$ cat config.mk
export PLATFORM = sky130hd
export DESIGN_NAME = stream_upsizer
export DESIGN_NICKNAME = d
export VERILOG_FILES = /design/src/rtl/stream_upsizer.sv
export SDC_FILE = /design/constraint.sdc
export NUM_CORES = 1
export LEC_CHECK = 0
export CORE_ASPECT_RATIO = 1.1
export CORE_MARGIN = 2
export CORE_UTILIZATION = 55
export CTS_BUF_LIST = sky130_fd_sc_hd__clkbuf_4
export CTS_CLUSTER_DIAMETER = 120
export DETAILED_ROUTE_END_ITERATION = 8
export PLACE_DENSITY = 0.84
export SLEW_MARGIN = 5
export SYNTH_ARGS = -nofsm -noshare
export SYNTH_HDL_FRONTEND = slang
export SYNTH_SLANG_ARGS = --single-unit
$ cat constraint.sdc
create_clock -name clk -period 4 [get_ports clk]
set_input_delay 0.4 -clock clk [delete_from_list [all_inputs] [get_ports clk]]
set_output_delay 0.4 -clock clk [all_outputs]
set_load 0.01 [all_outputs]
$ cat src/rtl/stream_upsizer.sv
// Packs RATIO narrow words popped from an upstream FWFT FIFO into one wide word; a flush request
// emits a partially filled word with zero upper lanes.
module stream_upsizer #(
    parameter int W_IN  = 8,
    parameter int RATIO = 4
) (
    input  logic                       clk,
    input  logic                       rst_n,
    input  logic [W_IN-1:0]            fifo_rdata,
    input  logic                       fifo_empty,
    output logic                       fifo_ren,
    input  logic                       flush_partial,
    output logic [W_IN*RATIO-1:0]      out_data,
    output logic [$clog2(RATIO+1)-1:0] out_count,
    output logic                       out_valid,
    input  logic                       out_ready
);
    localparam int W_OUT = W_IN * RATIO;
    localparam int W_CNT = $clog2(RATIO + 1);

    logic [RATIO-2:0][W_IN-1:0] r_acc;
    logic [W_CNT-1:0]           r_cnt;
    logic [W_OUT-1:0]           r_out_data;
    logic [W_CNT-1:0]           r_out_count;
    logic                       r_out_valid;

    logic                       w_out_free;
    logic                       w_flush_pend;
    logic                       w_last;
    logic [W_OUT-1:0]           w_flush_data;

    assign w_out_free   = !r_out_valid || out_ready;
    assign w_flush_pend = flush_partial && (r_cnt != '0);
    assign w_last       = (r_cnt == W_CNT'(RATIO - 1));

    // A pending flush owns the cycle, so the FIFO head waits for the next word.
    assign fifo_ren = rst_n && !fifo_empty && !w_flush_pend && (!w_last || w_out_free);

    // NOTE: every always_comb output gets a default first so no latch is inferred.
    always_comb begin
        w_flush_data = '0;
        for (int i = 0; i < RATIO - 1; i++) begin
            if (W_CNT'(i) < r_cnt) w_flush_data[i*W_IN +: W_IN] = r_acc[i];
        end
    end

    always_ff @(posedge clk) begin
        if (!rst_n) begin
            r_acc       <= '0;
            r_cnt       <= '0;
            r_out_data  <= '0;
            r_out_count <= '0;
            r_out_valid <= 1'b0;
        end else if (w_flush_pend && w_out_free) begin
            r_out_data  <= w_flush_data;
            r_out_count <= r_cnt;
            r_out_valid <= 1'b1;
            r_cnt       <= '0;
        end else if (fifo_ren && w_last) begin
            r_out_data  <= {fifo_rdata, r_acc};
            r_out_count <= W_CNT'(RATIO);
            r_out_valid <= 1'b1;
            r_cnt       <= '0;
        end else begin
            if (fifo_ren) begin
                for (int i = 0; i < RATIO - 1; i++) begin
                    if (r_cnt == W_CNT'(i)) r_acc[i] <= fifo_rdata;
                end
                r_cnt <= r_cnt + W_CNT'(1);
            end
            if (out_ready) r_out_valid <= 1'b0;
        end
    end

    assign out_data  = r_out_data;
    assign out_count = r_out_count;
    assign out_valid = r_out_valid;
endmodule

==> results.py, run 1 <==
metrics = {
    "outcome": {
        "status": "finished, final reports clean",
    },
    "routing": {
        "vias_per_cell": 5.64,
        "vias": 2019,
        "ant_nets": 0,
        "first_pass_iters": 4,
        "post-route-drc-count": 0,
        "drt_wl_total_microns": 5530,
        "drt_iter0_drc": 134,
        "routedWlPerCell_microns": 15.5,
    },
    "floorplan": {
        "die_w_microns": 68.3,
        "die_area_sq_um": 5100,
        "core-area_sq_um": 4350,
        "dieHeight_microns": 74.7,
        "start_util_pct": 57.5,
        "rows": 25,
        "ios": 50,
    },
    "timing": {
        "fmax_mhz": 326,
        "setup_slack_ns": 0.934,
        "hold_violations": 0,
        "timing.hold.ws_ns": 0.467,
        "skew_ns": 0.00883,
        "grt_setup_unrepaired": "no",
        "drv_slew": 0,
        "slew_headroom_pct": 48.0,
        "fin_crit_sh_pct": 76.6,
        "setup_tns_ns": 0,
        "setup_viol": 0,
        "worst_pin_slew_ns": 0.780,
        "post-route-min-period_ns": 3.07,
    },
    "run": {
        "drv_cap": 0,
    },
    "clock_tree": {
        "cts_sinks": 63,
        "cts_tree": "built",
        "h-tree-depth": 3,
        "root_buffer": "clkbuf_4",
        "clk_pin_slew_ns": 0.10,
        "cts_setup_buffers": 0,
        "cts_buffers": 9,
        "clock_path_buffers": 2,
        "cts_resized": 0,
        "clock_latency_ns": 0.40,
        "postCtsHoldBufs": 0,
    },
    "pwr": {
        "swShare_pct": 26.0,
        "combPwrFrac_pct": 10.3,
        "seqPwrFrac_pct": 55.1,
        "p_leak_nw": 1.07,
        "clockPowerShare_pct": 34.6,
        "power_density_nw_per_um2": 386,
        "p_sw_mw": 0.308,
        "ir_worst_vdd_uv": 206,
        "p_int_mw": 0.877,
    },
    "logic_synthesis": {
        "ys.flop_type": "dfxtp_1",
        "synthCells": 256,
        "yosys_warnings": 0,
        "yosysTopAreaCell": "dfxtp_1",
        "post-synth-top-count-cell": "dfxtp_1",
        "syn-num-nets": 273,
        "synth-seq-cells": 63,
        "ys_seq_area_share_pct": 50.5,
        "synth_commonest_cells": "dfxtp_1, nand2_1, nand3_1, a22o_1, o21ai_0",
        "synth-edff-count": 0,
        "synth.area.top_cells": "dfxtp_1, nand2_1, a22o_1",
        "synth.top_cell.area_share_pct": 50.5,
        "syn-cell-area_sq_um": 2500,
        "async_flop_share_pct": 0,
        "avgSynthCellArea_sq_um": 9.77,
        "ys_types": 42,
    },
    "grt": {
        "overflow": 0,
        "grt_pass1_vias": 1820,
        "antenna_found_initial": 0,
        "grt_usage_pct": 23.9,
        "grt_pass1_wl_microns": 8900,
        "grt_max_degree": 51,
    },
    "layout": {
        "final_nets": 317,
        "postLayoutCellArea_sq_um": 3070,
        "fin_cells": 358,
        "drive_above_1_share_pct": 11.8,
        "syn2layout_area_growth_pct": 22.9,
        "antenna_cells": 0,
    },
    "hold_path": {
        "min_path_type": "register to register",
    },
    "placed_design": {
        "dp.cells": 343,
        "pre_cts_ws_ns": 1.09,
        "dp_hpwl_microns": 3800,
        "routabilityCongestion": 0.856,
        "post_dp_cell_area_sq_um": 2950,
        "port_buffers": 49,
    },
    "critical_path": {
        "path_max_fanout": 11,
        "end_kind": "output pin",
        "cp-start-kind": "register",
        "critPathKind": "register to output pin",
        "cp.arrival_ns": 2.67,
        "required_ns": 3.60,
    },
}
==> cells by family after synthesis <==
kind of cell | share of synthesized area (%)
and+or+nand+nor | 20.0
buffers and inverters | 5.91
xor gates and xnor gates | 0.350
AOI/OAI and AO/OA | 20.9
DFF | 50.5
muxes | 0.400
adders and majority gates | 2.00
==> registers in the layout, indices dropped and copies added, names as in the netlist <==
name	flops
out_data	32
r_acc	24
out_count	3
out_valid	1
r_cnt	3
==> final cells by class <==
type / instances / area, sq um
Timing Repair Buffer: 52 / 513
Sequential cell: 63 / 1260
Inverter: 4 / 15.0
Fill cell: 348 / 1270
Multi-Input combinational cell: 170 / 1090
Clock inverter: 5 / 50.0
Clock buffer: 10 / 75.1
Tap cell: 54 / 67.6
==> per-layer routing <==
metal	global-route usage (%)	vias to the layer above	wire, microns	share of wire (%)
met5	0	-	0	0
met4	13.1	0	92	1.7
met3	5.23	10	249	4.5
met2	36.4	55	2660	48
met1	31.7	952	2530	46
li1	-	1002	-	-
==> cell usage in the layout (no fill, tap or decap), types with 3 or more instances in the layout <==
cell and n:
a21boi_0 11, a22o_1 16, and3_1 3, buf_4 3, clkbuf_4 10, clkdlybuf4s50_1 49, dfxtp_1 63, ha_1 4
inv_1 3, nand2_1 44, nand2_2 6, nand3_1 22, nand4_1 8, nor2_1 3, o21ai_0 14, o21ai_1 4
o21ai_2 6, o31ai_1 8
==> path summary, 6_finish.rpt <==
check                           slack [ns]                    from                      to  cells after the start
worst max register to register        1.54   r_cnt[1]$_SDFFE_PP0N_  r_acc[14]$_SDFFE_PN0P_                      7
worst max-delay path                  0.93   r_cnt[0]$_SDFFE_PP0N_                fifo_ren                      5
worst min register to register        0.47  r_acc[20]$_SDFFE_PN0P_  r_acc[20]$_SDFFE_PN0P_                      2
worst min-delay path                  0.47  r_acc[20]$_SDFFE_PN0P_  r_acc[20]$_SDFFE_PN0P_                      2
==> power by group through the flow <==
stage	combinational (mW)	clock (mW)	sequential [mW]
5_1_grt	0.134	0.441	0.654
3_3_place_gp	0.118	0	0.666
6_report	0.122	0.410	0.653
2_1_floorplan	0.0832	0	0.666
3_5_place_dp	0.121	0	0.667
4_1_cts	0.122	0.414	0.652
==> critical path, cell delays in order, from the launching register on <==
cell             delay, ns
dfxtp_1               0.39
inv_1                 0.15
ha_1                  0.43
nand2b_4              0.13
a221oi_2              0.52
clkdlybuf4s50_1       0.64
==> through the flow <==
| stage | total power, mW | utilization (%) |
|---|---|---|
| after detailed placement | 0.788 | 67.8 |
| after floorplan | 0.749 | - |
| final | 1.18 | 70.7 |
| after CTS | 1.19 | 70.7 |
| after global routing | 1.23 | 70.7 |
| after global placement | 0.784 | 67.8 |
No activity file was read; power rests on OpenSTA's default activity.
==> run 2, diff against run 1 <==
- CORE_UTILIZATION: 55 -> 53
- PLACE_DENSITY: 0.84 -> 0.82
- clock period: 4 -> 2.96 ns (I/O delays scaled with it)
==> results.py, run 2 (synthesized netlist as in run 1, its figures left out) <==
metrics = {
    "grt": {
        "grt_usage_pct": 21.4,
        "grt_pass1_wl_microns": 8950,
        "antenna_found_initial": 0,
        "grt_pass1_vias": 1844,
        "grt_max_degree": 51,
        "overflow": 0,
    },
    "floorplan": {
        "dieHeight_microns": 76.0,
        "start_util_pct": 54.5,
        "ios": 50,
        "core-area_sq_um": 4590,
        "die_area_sq_um": 5280,
        "rows": 26,
        "die_w_microns": 69.5,
    },
    "clock_tree": {
        "clock_path_buffers": 2,
        "cts_setup_buffers": 0,
        "clk_pin_slew_ns": 0.10,
        "cts_sinks": 63,
        "h-tree-depth": 3,
        "clock_latency_ns": 0.40,
        "cts_tree": "built",
        "cts_buffers": 9,
        "root_buffer": "clkbuf_4",
    },
    "pwr": {
        "p_sw_mw": 0.412,
        "power_density_nw_per_um2": 497,
        "clockPowerShare_pct": 31.5,
        "combPwrFrac_pct": 10.8,
        "ir_worst_vdd_uv": 282,
        "p_leak_nw": 1.08,
        "swShare_pct": 27.0,
        "p_int_mw": 1.12,
        "seqPwrFrac_pct": 57.7,
        "power_mw": 1.53,
    },
    "timing": {
        "setup_slack_ns": 0.221,
        "grt_setup_unrepaired": "no",
        "worst_pin_slew_ns": 0.850,
        "drv_slew": 0,
        "timing.hold.ws_ns": 0.459,
        "hold_violations": 0,
        "slew_headroom_pct": 43.3,
        "setup_tns_ns": 0,
        "skew_ns": 0.00711,
        "post-route-min-period_ns": 2.74,
        "fmax_mhz": 365,
        "setup_viol": 0,
        "fin_crit_sh_pct": 92.5,
    },
    "critical_path": {
        "required_ns": 2.66,
        "cp.arrival_ns": 2.44,
        "end_kind": "output pin",
        "path_max_fanout": 11,
        "rrSetupSlack_ns": 0.68,
        "crit_path_cell_trace": "inv_1 > ha_2 > nand2b_4 > a221oi_2 > clkdlybuf4s50_1",
        "critPathKind": "register to output pin",
        "slowest_stage": "clkdlybuf4s50_1",
        "cp-start-kind": "register",
        "slowest_delay_ns": 0.63,
    },
    "routing": {
        "routedWlPerCell_microns": 14.5,
        "first_pass_iters": 5,
        "vias": 2024,
        "ant_nets": 0,
        "drt_wl_total_microns": 5270,
        "drt_iter0_drc": 125,
        "post-route-drc-count": 0,
        "vias_per_cell": 5.58,
    },
    "layout": {
        "drive_above_1_share_pct": 13.0,
        "syn2layout_area_growth_pct": 23.0,
        "seq_area_sq_um": 1260,
        "fin_cells": 363,
        "final_nets": 319,
        "multi_input_area_sq_um": 1090,
        "postLayoutCellArea_sq_um": 3080,
        "layout_commonest_cell": "dfxtp_1",
        "antenna_cells": 0,
        "final_util_pct": 67.0,
        "largest_reg_flops": 32,
        "final_cell_mix": "dfxtp_1, clkdlybuf4s50_1, nand2_1",
        "n_fill_cell": 347,
    },
    "placed_design": {
        "dp_hpwl_microns": 3700,
        "routabilityCongestion": 0.907,
        "post_dp_cell_area_sq_um": 2970,
        "dp.cells": 347,
        "port_buffers": 49,
        "pre_cts_ws_ns": 0.470,
    },
    "hold_path": {
        "min_path_type": "register to register",
    },
    "run": {
        "drv_cap": 0,
    },
    "outcome": {
        "status": "finished, final reports clean",
    },
}
run 2: cell count changes in the layout (fill, tap and decap cells not counted):
cell and delta:
buf_4 +2, bufinv_16 -1, clkbuf_4 +1, clkinv_2 +1, ha_1 -1, ha_2 +1
run 2: worst max-delay path: cells and delay by family (launching register included):
kind	cells	cell delay, ns
buf+inv	2	0.76
compound gates	1	0.48
flops	1	0.37
fa+ha+maj	1	0.32
simple gates	1	0.11
run 2: layout make-up:
class / count / area share, %
sequential: 63 / 41.0
multi-input combinational: 170 / 35.6
tap: 56 / 2.28
timing repair buffer: 54 / 17.2
inverter: 4 / 0.488
clock inverter: 5 / 0.814
clock buffer: 11 / 2.69
run 2: power groups by stage:
stage | clock (mW) | sequential (mW) | combinational [mW]
floorplan | 0 | 0.900 | 0.112
global placement | 0 | 0.900 | 0.161
detailed placement | 0 | 0.901 | 0.163
CTS | 0.499 | 0.881 | 0.164
global route | 0.537 | 0.884 | 0.181
finish | 0.481 | 0.881 | 0.165
run 2: final timing paths:
kind                                             start                  endpoint  depth (start not counted)
worst max-delay path             r_cnt[0]$_SDFFE_PP0N_                  fifo_ren                          5
worst min-delay path            r_acc[21]$_SDFFE_PN0P_    r_acc[21]$_SDFFE_PN0P_                          2
worst max register to register   r_cnt[1]$_SDFFE_PP0N_  out_data[1]$_SDFFE_PN0P_                          6
worst min register to register  r_acc[21]$_SDFFE_PN0P_    r_acc[21]$_SDFFE_PN0P_                          2
run 2: routing by layer:
| metal | vias to the layer above | GRT usage, % | part of all wire, % |
|---|---|---|---|
| met2 | 67 | 32.5 | 47 |
| li1 | 1008 | - | - |
| met5 | - | 0 | 0 |
| met4 | 0 | 8.24 | 1.4 |
| met3 | 8 | 7.67 | 5.0 |
| met1 | 941 | 28.0 | 46 |
run 2: timing repair:
action | in CTS | in global routing
endpoints found under the setup margin | 0 | 1
hold buffers | 0 | 0
gates resized for setup | 0 | 1
==> run 3, diff against run 2 <==
- CTS_CLUSTER_DIAMETER: 120 -> 200
- GPL_ROUTABILITY_DRIVEN: not set -> 0
==> results of run 3 <==
Final layout, timing and power as in run 2 (identical DEF).
